===== config.mk =====
export PLATFORM = sky130hd
export DESIGN_NAME = adder_fu_flat
export DESIGN_NICKNAME = d
export VERILOG_FILES = /design/src/rtl/adder_fu_if.sv /design/src/rtl/adder_fu.sv /design/src/flat_wrapper.sv
export SDC_FILE = /design/constraint.sdc
export NUM_CORES = 1
export LEC_CHECK = 0
export ABC_CLOCK_PERIOD_IN_PS = 2600
export BUFFER_PORTS_ARGS = -buffer_cell sky130_fd_sc_hd__buf_2
export CORE_MARGIN = 4
export CORE_UTILIZATION = 40
export DETAILED_ROUTE_END_ITERATION = 12
export GPL_TIMING_DRIVEN = 0
export PLACE_DENSITY = 0.61
export SYNTH_ARGS = -nofsm -noshare
export SYNTH_HDL_FRONTEND = slang
export SYNTH_SLANG_ARGS = --single-unit

===== constraint.sdc =====
create_clock -name clk -period 2.6 [get_ports clk]
set_input_delay 0.78 -clock clk [delete_from_list [all_inputs] [get_ports clk]]
set_output_delay 0.78 -clock clk [all_outputs]
set_load 0.005 [all_outputs]

===== src/rtl/adder_fu_if.sv =====
`default_nettype none
// ============================================================================
// Module   : adder_fu_if
// Brief    : Dispatch and CDB handshake bundle for the adder functional unit.
// Revision : 1.0
// ============================================================================
interface adder_fu_if #(
    parameter int DATA_W = 16,
    parameter int TAG_W  = 3
);
    logic              disp_valid;
    logic              disp_ready;
    logic [TAG_W-1:0]  disp_tag;
    logic              disp_op;
    logic [DATA_W-1:0] disp_vj;
    logic [DATA_W-1:0] disp_vk;
    logic              cdb_req;
    logic              cdb_grant;
    logic              cdb_valid;
    logic [TAG_W-1:0]  cdb_tag;
    logic [DATA_W-1:0] cdb_value;
    logic              cdb_ovf;
    logic              busy;

    // Reservation stations and CDB arbiter side
    modport master (
        output disp_valid, disp_tag, disp_op, disp_vj, disp_vk, cdb_grant,
        input  disp_ready, cdb_req, cdb_valid, cdb_tag, cdb_value, cdb_ovf, busy
    );

    // Functional unit side
    modport slave (
        input  disp_valid, disp_tag, disp_op, disp_vj, disp_vk, cdb_grant,
        output disp_ready, cdb_req, cdb_valid, cdb_tag, cdb_value, cdb_ovf, busy
    );
endinterface
`default_nettype wire


===== src/rtl/adder_fu.sv =====
`default_nettype none
// ============================================================================
// Module   : adder_fu
// Brief    : Pipelined add/sub unit with a 2-entry result buffer feeding the CDB.
// Revision : 1.0
// ============================================================================
module adder_fu #(
    parameter int DATA_W  = 16,
    parameter int TAG_W   = 3,
    parameter int LATENCY = 2
) (
    input  logic      clk,
    input  logic      rst_n,
    adder_fu_if.slave bus
);
    typedef struct packed {
        logic [TAG_W-1:0]  tag;
        logic [DATA_W-1:0] value;
        logic              ovf;
    } entry_t;

    logic [LATENCY-1:0] stg_v_q, stg_v_d;
    entry_t [LATENCY-1:0] stg_q, stg_d;
    entry_t [1:0]       fifo_q, fifo_d;
    logic               wr_ptr_q, wr_ptr_d;
    logic               rd_ptr_q, rd_ptr_d;
    logic [1:0]         count_q, count_d;
    logic               cdb_valid_q, cdb_valid_d;
    entry_t             cdb_q, cdb_d;

    logic [DATA_W-1:0]  w_result;
    logic               w_ovf;
    entry_t             w_new;
    logic               w_last_v;
    logic               w_req;
    logic               w_pop;
    logic               w_full;
    logic               w_stall;
    logic               w_push;
    logic               w_accept;

    assign w_result = bus.disp_op ? (bus.disp_vj - bus.disp_vk) : (bus.disp_vj + bus.disp_vk);

    // Sub overflows when signs differ, add when they match; both need result sign != Vj sign
    assign w_ovf = (bus.disp_op ? (bus.disp_vj[DATA_W-1] != bus.disp_vk[DATA_W-1])
                                : (bus.disp_vj[DATA_W-1] == bus.disp_vk[DATA_W-1]))
                   && (w_result[DATA_W-1] != bus.disp_vj[DATA_W-1]);

    always_comb begin
        w_new       = '0;
        w_new.tag   = bus.disp_tag;
        w_new.value = w_result;
        w_new.ovf   = w_ovf;
    end

    assign w_last_v = stg_v_q[LATENCY-1];
    assign w_req    = (count_q != 2'd0);
    assign w_pop    = w_req && bus.cdb_grant;
    assign w_full   = (count_q == 2'd2);
    assign w_stall  = w_last_v && w_full && !w_pop;
    assign w_push   = w_last_v && !w_stall;
    assign w_accept = bus.disp_valid && !w_stall;

    // Global stall: every stage holds together, bubbles are never squeezed out
    always_comb begin
        stg_v_d = stg_v_q;
        stg_d   = stg_q;
        if (!w_stall) begin
            for (int i = LATENCY - 1; i > 0; i--) begin
                stg_v_d[i] = stg_v_q[i-1];
                stg_d[i]   = stg_q[i-1];
            end
            stg_v_d[0] = w_accept;
            stg_d[0]   = w_new;
        end
    end

    always_comb begin
        fifo_d   = fifo_q;
        wr_ptr_d = wr_ptr_q;
        rd_ptr_d = rd_ptr_q;
        if (w_push) begin
            fifo_d[wr_ptr_q] = stg_q[LATENCY-1];
            wr_ptr_d         = ~wr_ptr_q;
        end
        if (w_pop) begin
            rd_ptr_d = ~rd_ptr_q;
        end
        count_d = count_q + {1'b0, w_push} - {1'b0, w_pop};
    end

    always_comb begin
        cdb_valid_d = w_pop;
        cdb_d       = w_pop ? fifo_q[rd_ptr_q] : cdb_q;
    end

    always_ff @(posedge clk or negedge rst_n) begin
        if (!rst_n) begin
            stg_v_q     <= '0;
            stg_q       <= '0;
            fifo_q      <= '0;
            wr_ptr_q    <= 1'b0;
            rd_ptr_q    <= 1'b0;
            count_q     <= 2'd0;
            cdb_valid_q <= 1'b0;
            cdb_q       <= '0;
        end else begin
            stg_v_q     <= stg_v_d;
            stg_q       <= stg_d;
            fifo_q      <= fifo_d;
            wr_ptr_q    <= wr_ptr_d;
            rd_ptr_q    <= rd_ptr_d;
            count_q     <= count_d;
            cdb_valid_q <= cdb_valid_d;
            cdb_q       <= cdb_d;
        end
    end

    assign bus.disp_ready = !w_stall;
    assign bus.cdb_req    = w_req;
    assign bus.cdb_valid  = cdb_valid_q;
    assign bus.cdb_tag    = cdb_q.tag;
    assign bus.cdb_value  = cdb_q.value;
    assign bus.cdb_ovf    = cdb_q.ovf;
    assign bus.busy       = (|stg_v_q) || w_req;
endmodule
`default_nettype wire


===== src/flat_wrapper.sv =====
// flat-port wrapper written by rule: the top's interface ports become plain ports
module adder_fu_flat 
#(
    parameter int DATA_W  = 16,
    parameter int TAG_W   = 3,
    parameter int LATENCY = 2
)
  (clk, rst_n, bus_disp_valid, bus_disp_tag, bus_disp_op, bus_disp_vj, bus_disp_vk, bus_cdb_grant, bus_disp_ready, bus_cdb_req, bus_cdb_valid, bus_cdb_tag, bus_cdb_value, bus_cdb_ovf, bus_busy);
  adder_fu_if #(.DATA_W(DATA_W), .TAG_W(TAG_W)) bus_i ();
  input  logic clk;
  input  logic rst_n;
  input wire logic [$bits(bus_i.disp_valid)-1:0] bus_disp_valid;
  input wire logic [$bits(bus_i.disp_tag)-1:0] bus_disp_tag;
  input wire logic [$bits(bus_i.disp_op)-1:0] bus_disp_op;
  input wire logic [$bits(bus_i.disp_vj)-1:0] bus_disp_vj;
  input wire logic [$bits(bus_i.disp_vk)-1:0] bus_disp_vk;
  input wire logic [$bits(bus_i.cdb_grant)-1:0] bus_cdb_grant;
  output wire logic [$bits(bus_i.disp_ready)-1:0] bus_disp_ready;
  output wire logic [$bits(bus_i.cdb_req)-1:0] bus_cdb_req;
  output wire logic [$bits(bus_i.cdb_valid)-1:0] bus_cdb_valid;
  output wire logic [$bits(bus_i.cdb_tag)-1:0] bus_cdb_tag;
  output wire logic [$bits(bus_i.cdb_value)-1:0] bus_cdb_value;
  output wire logic [$bits(bus_i.cdb_ovf)-1:0] bus_cdb_ovf;
  output wire logic [$bits(bus_i.busy)-1:0] bus_busy;
  assign bus_i.disp_valid = bus_disp_valid;
  assign bus_i.disp_tag = bus_disp_tag;
  assign bus_i.disp_op = bus_disp_op;
  assign bus_i.disp_vj = bus_disp_vj;
  assign bus_i.disp_vk = bus_disp_vk;
  assign bus_i.cdb_grant = bus_cdb_grant;
  assign bus_disp_ready = bus_i.disp_ready;
  assign bus_cdb_req = bus_i.cdb_req;
  assign bus_cdb_valid = bus_i.cdb_valid;
  assign bus_cdb_tag = bus_i.cdb_tag;
  assign bus_cdb_value = bus_i.cdb_value;
  assign bus_cdb_ovf = bus_i.cdb_ovf;
  assign bus_busy = bus_i.busy;
  adder_fu #(.DATA_W(DATA_W), .TAG_W(TAG_W), .LATENCY(LATENCY)) u_core (.clk(clk), .rst_n(rst_n), .bus(bus_i));
endmodule

==> out/results.tsv <==
stage	metric	value	unit
timing	worst relative slew slack	0.498	
floorplan	Top Ports	64	
clocking	hold_buf cts	0	
timing	Worst Skew	0.00665	ns
grt	vias in the first global route	3787	
power	Sw Ratio	0.329	
timing	final hold violations	0	
floorplan	Die Height	122	µm
clocking	TritonCTS clock tree	done	
synthesis	sequential fraction of the synthesis area	0.515	
timing	TNS Setup	-3.24	ns
synthesis	Avg Inst Size Synth	10.5	µm²
routing	DRT iter0 DRCs	180	
power	PwrDens	967	nW/µm²
outcome	violations in the final reports	negative setup slack	
grt	initial antenna violation count	0	
run	max-cap violations	0	
setup_path	CP max stage cell	or4_4	
grt	first-pass GRT wire length	17800	µm
power	leakage power	3.04	nW
setup_path	Max Fanout on Critical Path	3	
final_layout	filler cell count	1196	
routing	drt drc	0	
synthesis	Post-Synth Simple-Gate Area	0.130	
synthesis	Post-Synth Adder-Cell Area	0.0472	
clocking	CTS sink cnt	107	
routing	Initial DRT Pass Iterations	4	
synthesis	Synth Area in Compound Gates	0.0903	
final_layout	P&R area growth vs syn	26.3	%
routing	DRT Wirelength	10500	µm
clocking	clock latency on the worst-skew pair	0.34	ns
final_layout	post-layout util	0.518	
setup_path	Worst path max stage delay	0.55	ns
clocking	clk slew on worst S/H paths	0.07	ns
setup_path	crit-path cells	buf_6, or4_4, o31ai_4, xor2_1, ha_1, a21o_1, a31oi_1, o21ai_2, a221oi_4, mux2i_1, nand3_1	
routing	Antenna Violating Nets Remaining	0	
routing	via count	3677	
place	post-DP HPWL	7700	µm
timing	Final WS setup	-0.537	ns
timing	Final period util	1.21	
clocking	CTS H-tree depth	3	
floorplan	core area	12700	µm²
power	maximum VDD drop	0.368	mV
synthesis	Syn. warnings	0	
synthesis	FF+latch count, synth	107	
final_layout	layout cells sized above 1	0.273	
synthesis	Cells after Synth	493	
setup_path	Critical Path End Type	flip-flop	
timing	Setup violations, final	9	
place	pre-CTS WS	-0.974	ns
setup_path	worst endpoint required time	2.82	ns
timing	Final Max Slew Viols	0	
power	register share of total power	0.451	
synthesis	Syn Std Cell Area	5200	µm²
clocking	clk buf depth	2	
timing	fin crit period	3.14	ns
clocking	clk root buf	clkbuf_16	
grt	Tot GR Track Use	0.149	
timing	RSZ-0062 raised after global routing	yes	
final_layout	n_diodes	0	
final_layout	NumNets Final	648	
grt	largest net degree at the start of global routing	56	
power	clock power share	0.203	
synthesis	largest family of logic cells by synthesized area	multiplexers	
final_layout	commonest non-fill, non-tap cells in the layout	nand2_1 (110), dfrtp_1 (107), buf_2 (60)	
place	Final Wtd Congestion	0.783	
setup_path	Arr. time, crit path	3.36	ns
synthesis	Yosys cell types	46	
floorplan	Die Width	122	µm
synthesis	Synthesized Nets	552	
power	total power	0.00635	W
final_layout	commonest non-fill, non-tap cell in the layout	nand2_1	
clocking	total CTS buffers	9	
power	P_int	0.00426	W
grt	Congestion Overflow GR	0	
synthesis	mux cell area share after synthesis	0.131	
power	Gate power share	0.347	
outcome	status	complete, but fails checks	
power	Switch Pwr	0.00209	W
routing	WL/cell	13.7	µm
floorplan	die area	14900	µm²
floorplan	Initial Utilization	0.410	
timing	hold slack	0.466	ns
setup_path	WS Path Type	in2reg	
timing	fmax	319	MHz
setup_path	Startpoint Class	input pin	
floorplan	FP Rows	41	
timing	Slew @ Worst Pin	0.753	ns
place	number of I/O port buffers	62	
hold_path	worst min-delay path class	reg2reg	
routing	Via density	4.80	
synthesis	XOR/XNOR Fraction of Synth Area	0.0592	
-- critical path, delay by kind of cell --
| family | cells | cell delay, ns |
|---|---|---|
| adder cells (fa/ha/maj) | 1 | 0.27 |
| multiplexers | 1 | 0.24 |
| XOR/XNOR | 1 | 0.19 |
| buffers and inverters | 1 | 0.09 |
| AND/OR/NAND/NOR | 2 | 0.63 |
| AO/OA/AOI/OAI | 5 | 1.16 |
-- through the flow --
step           instances  instance area (µm²)
2_1_floorplan        493                 5300
3_3_place_gp         727                 5830
3_5_place_dp         728                 5860
4_1_cts              758                 6370
5_1_grt              766                 6570
6_report             766                 6570
-- layout make-up --
type | instances | area, µm² | area share
timing repair buffer | 87 | 567 | 0.0863
tap | 172 | 215 | 0.0328
clock inverter | 4 | 23.8 | 0.00362
buffer | 20 | 93.8 | 0.0143
inverter | 15 | 73.8 | 0.0112
sequential | 107 | 2680 | 0.408
multi-input combinational | 349 | 2650 | 0.403
clock buffer | 12 | 267 | 0.0406
-- per-layer routing --
layer / share of wire / track usage
met5: 0 / 0
met2: 0.48 / 0.250
met1: 0.46 / 0.196
met3: 0.035 / 0.0200
met4: 0.021 / 0.0581
-- power by group through the flow --
stage	logic (W)	clock network, W	registers, W
finish	0.00220	0.00129	0.00286
global route	0.00252	0.00139	0.00298
CTS	0.00217	0.00132	0.00287
detailed placement	0.00208	0	0.00290
global placement	0.00201	0	0.00286
floorplan	0.00148	0	0.00279
-- flip-flops by register name, indices dropped and copies added (netlist names), 2 cells and up --
name and count:
u_core.fifo_q 40, u_core.bus.cdb_value 16, u_core.bus.cdb_tag 3, u_core.count_q 2
u_core.stg_q 40, u_core.stg_v_q 2
-- cell usage after synthesis, drive strengths merged --
library cell / count / area [µm²]
nand2: 112 / 420
dfrtp: 107 / 2680
mux2: 40 / 450
o21ai: 33 / 173
xnor2: 25 / 238
a21oi: 24 / 124
mux2i: 23 / 230
nor2: 20 / 75.1
ha: 18 / 225
clkbuf: 16 / 60.1
inv: 15 / 56.3
xor2: 8 / 70.1
nor3: 7 / 35.0
buf: 6 / 27.5
o21a: 4 / 30.0
nor2b: 3 / 18.8
o31ai: 3 / 22.5
a21o: 2 / 15.0
a221oi: 2 / 35.0
a31oi: 2 / 12.5
and3: 2 / 12.5
nand3: 2 / 10.0
nor4: 2 / 27.5
o21bai: 2 / 15.0
or2: 2 / 12.5
or3: 2 / 12.5
or4: 2 / 18.8
a2111o: 1 / 11.3
and4: 1 / 8.76
fa: 1 / 20.0
nand2b: 1 / 6.26
nor4b: 1 / 15.0
o2111ai: 1 / 8.76
o211ai: 1 / 7.51
o22ai: 1 / 6.26
o31a: 1 / 8.76
-- timing repair --
item / 4_1_cts / 5_1_grt
resized for setup: 26 / 27
setup endpoints to repair: 9 / 10
buffers inserted: 16 / 9
pin swaps: 21 / 25
-- worst paths after layout --
| path | start | end | slack [ns] | depth (start not counted) |
|---|---|---|---|---|
| max | bus_disp_vk[6] | u_core.stg_q[0] | -0.54 | 11 |
| min | u_core.stg_q[18] | u_core.stg_q[18] | 0.47 | 2 |
| max reg2reg | u_core.count_q[1] | u_core.count_q[1] | 0.38 | 9 |
| min reg2reg | u_core.stg_q[18] | u_core.stg_q[18] | 0.47 | 2 |
| max in group asynchronous | rst_n | u_core.fifo_q[21] | 1.43 | 2 |
| min in group asynchronous | rst_n | u_core.bus.cdb_value[11] | 0.48 | 1 |
-- logic make-up (layout without fill, tap and decap cells) --
| group | after synthesis | in the layout |
|---|---|---|
| adders and majority gates | 19 | 19 |
| and+or+nand+nor | 157 | 157 |
| buffers and inverters | 37 | 138 |
| AOI/OAI and AO/OA | 77 | 77 |
| muxes | 63 | 63 |
| DFF | 107 | 107 |
| xor gates and xnor gates | 33 | 33 |
No activity file was read; power rests on OpenSTA's default activity.
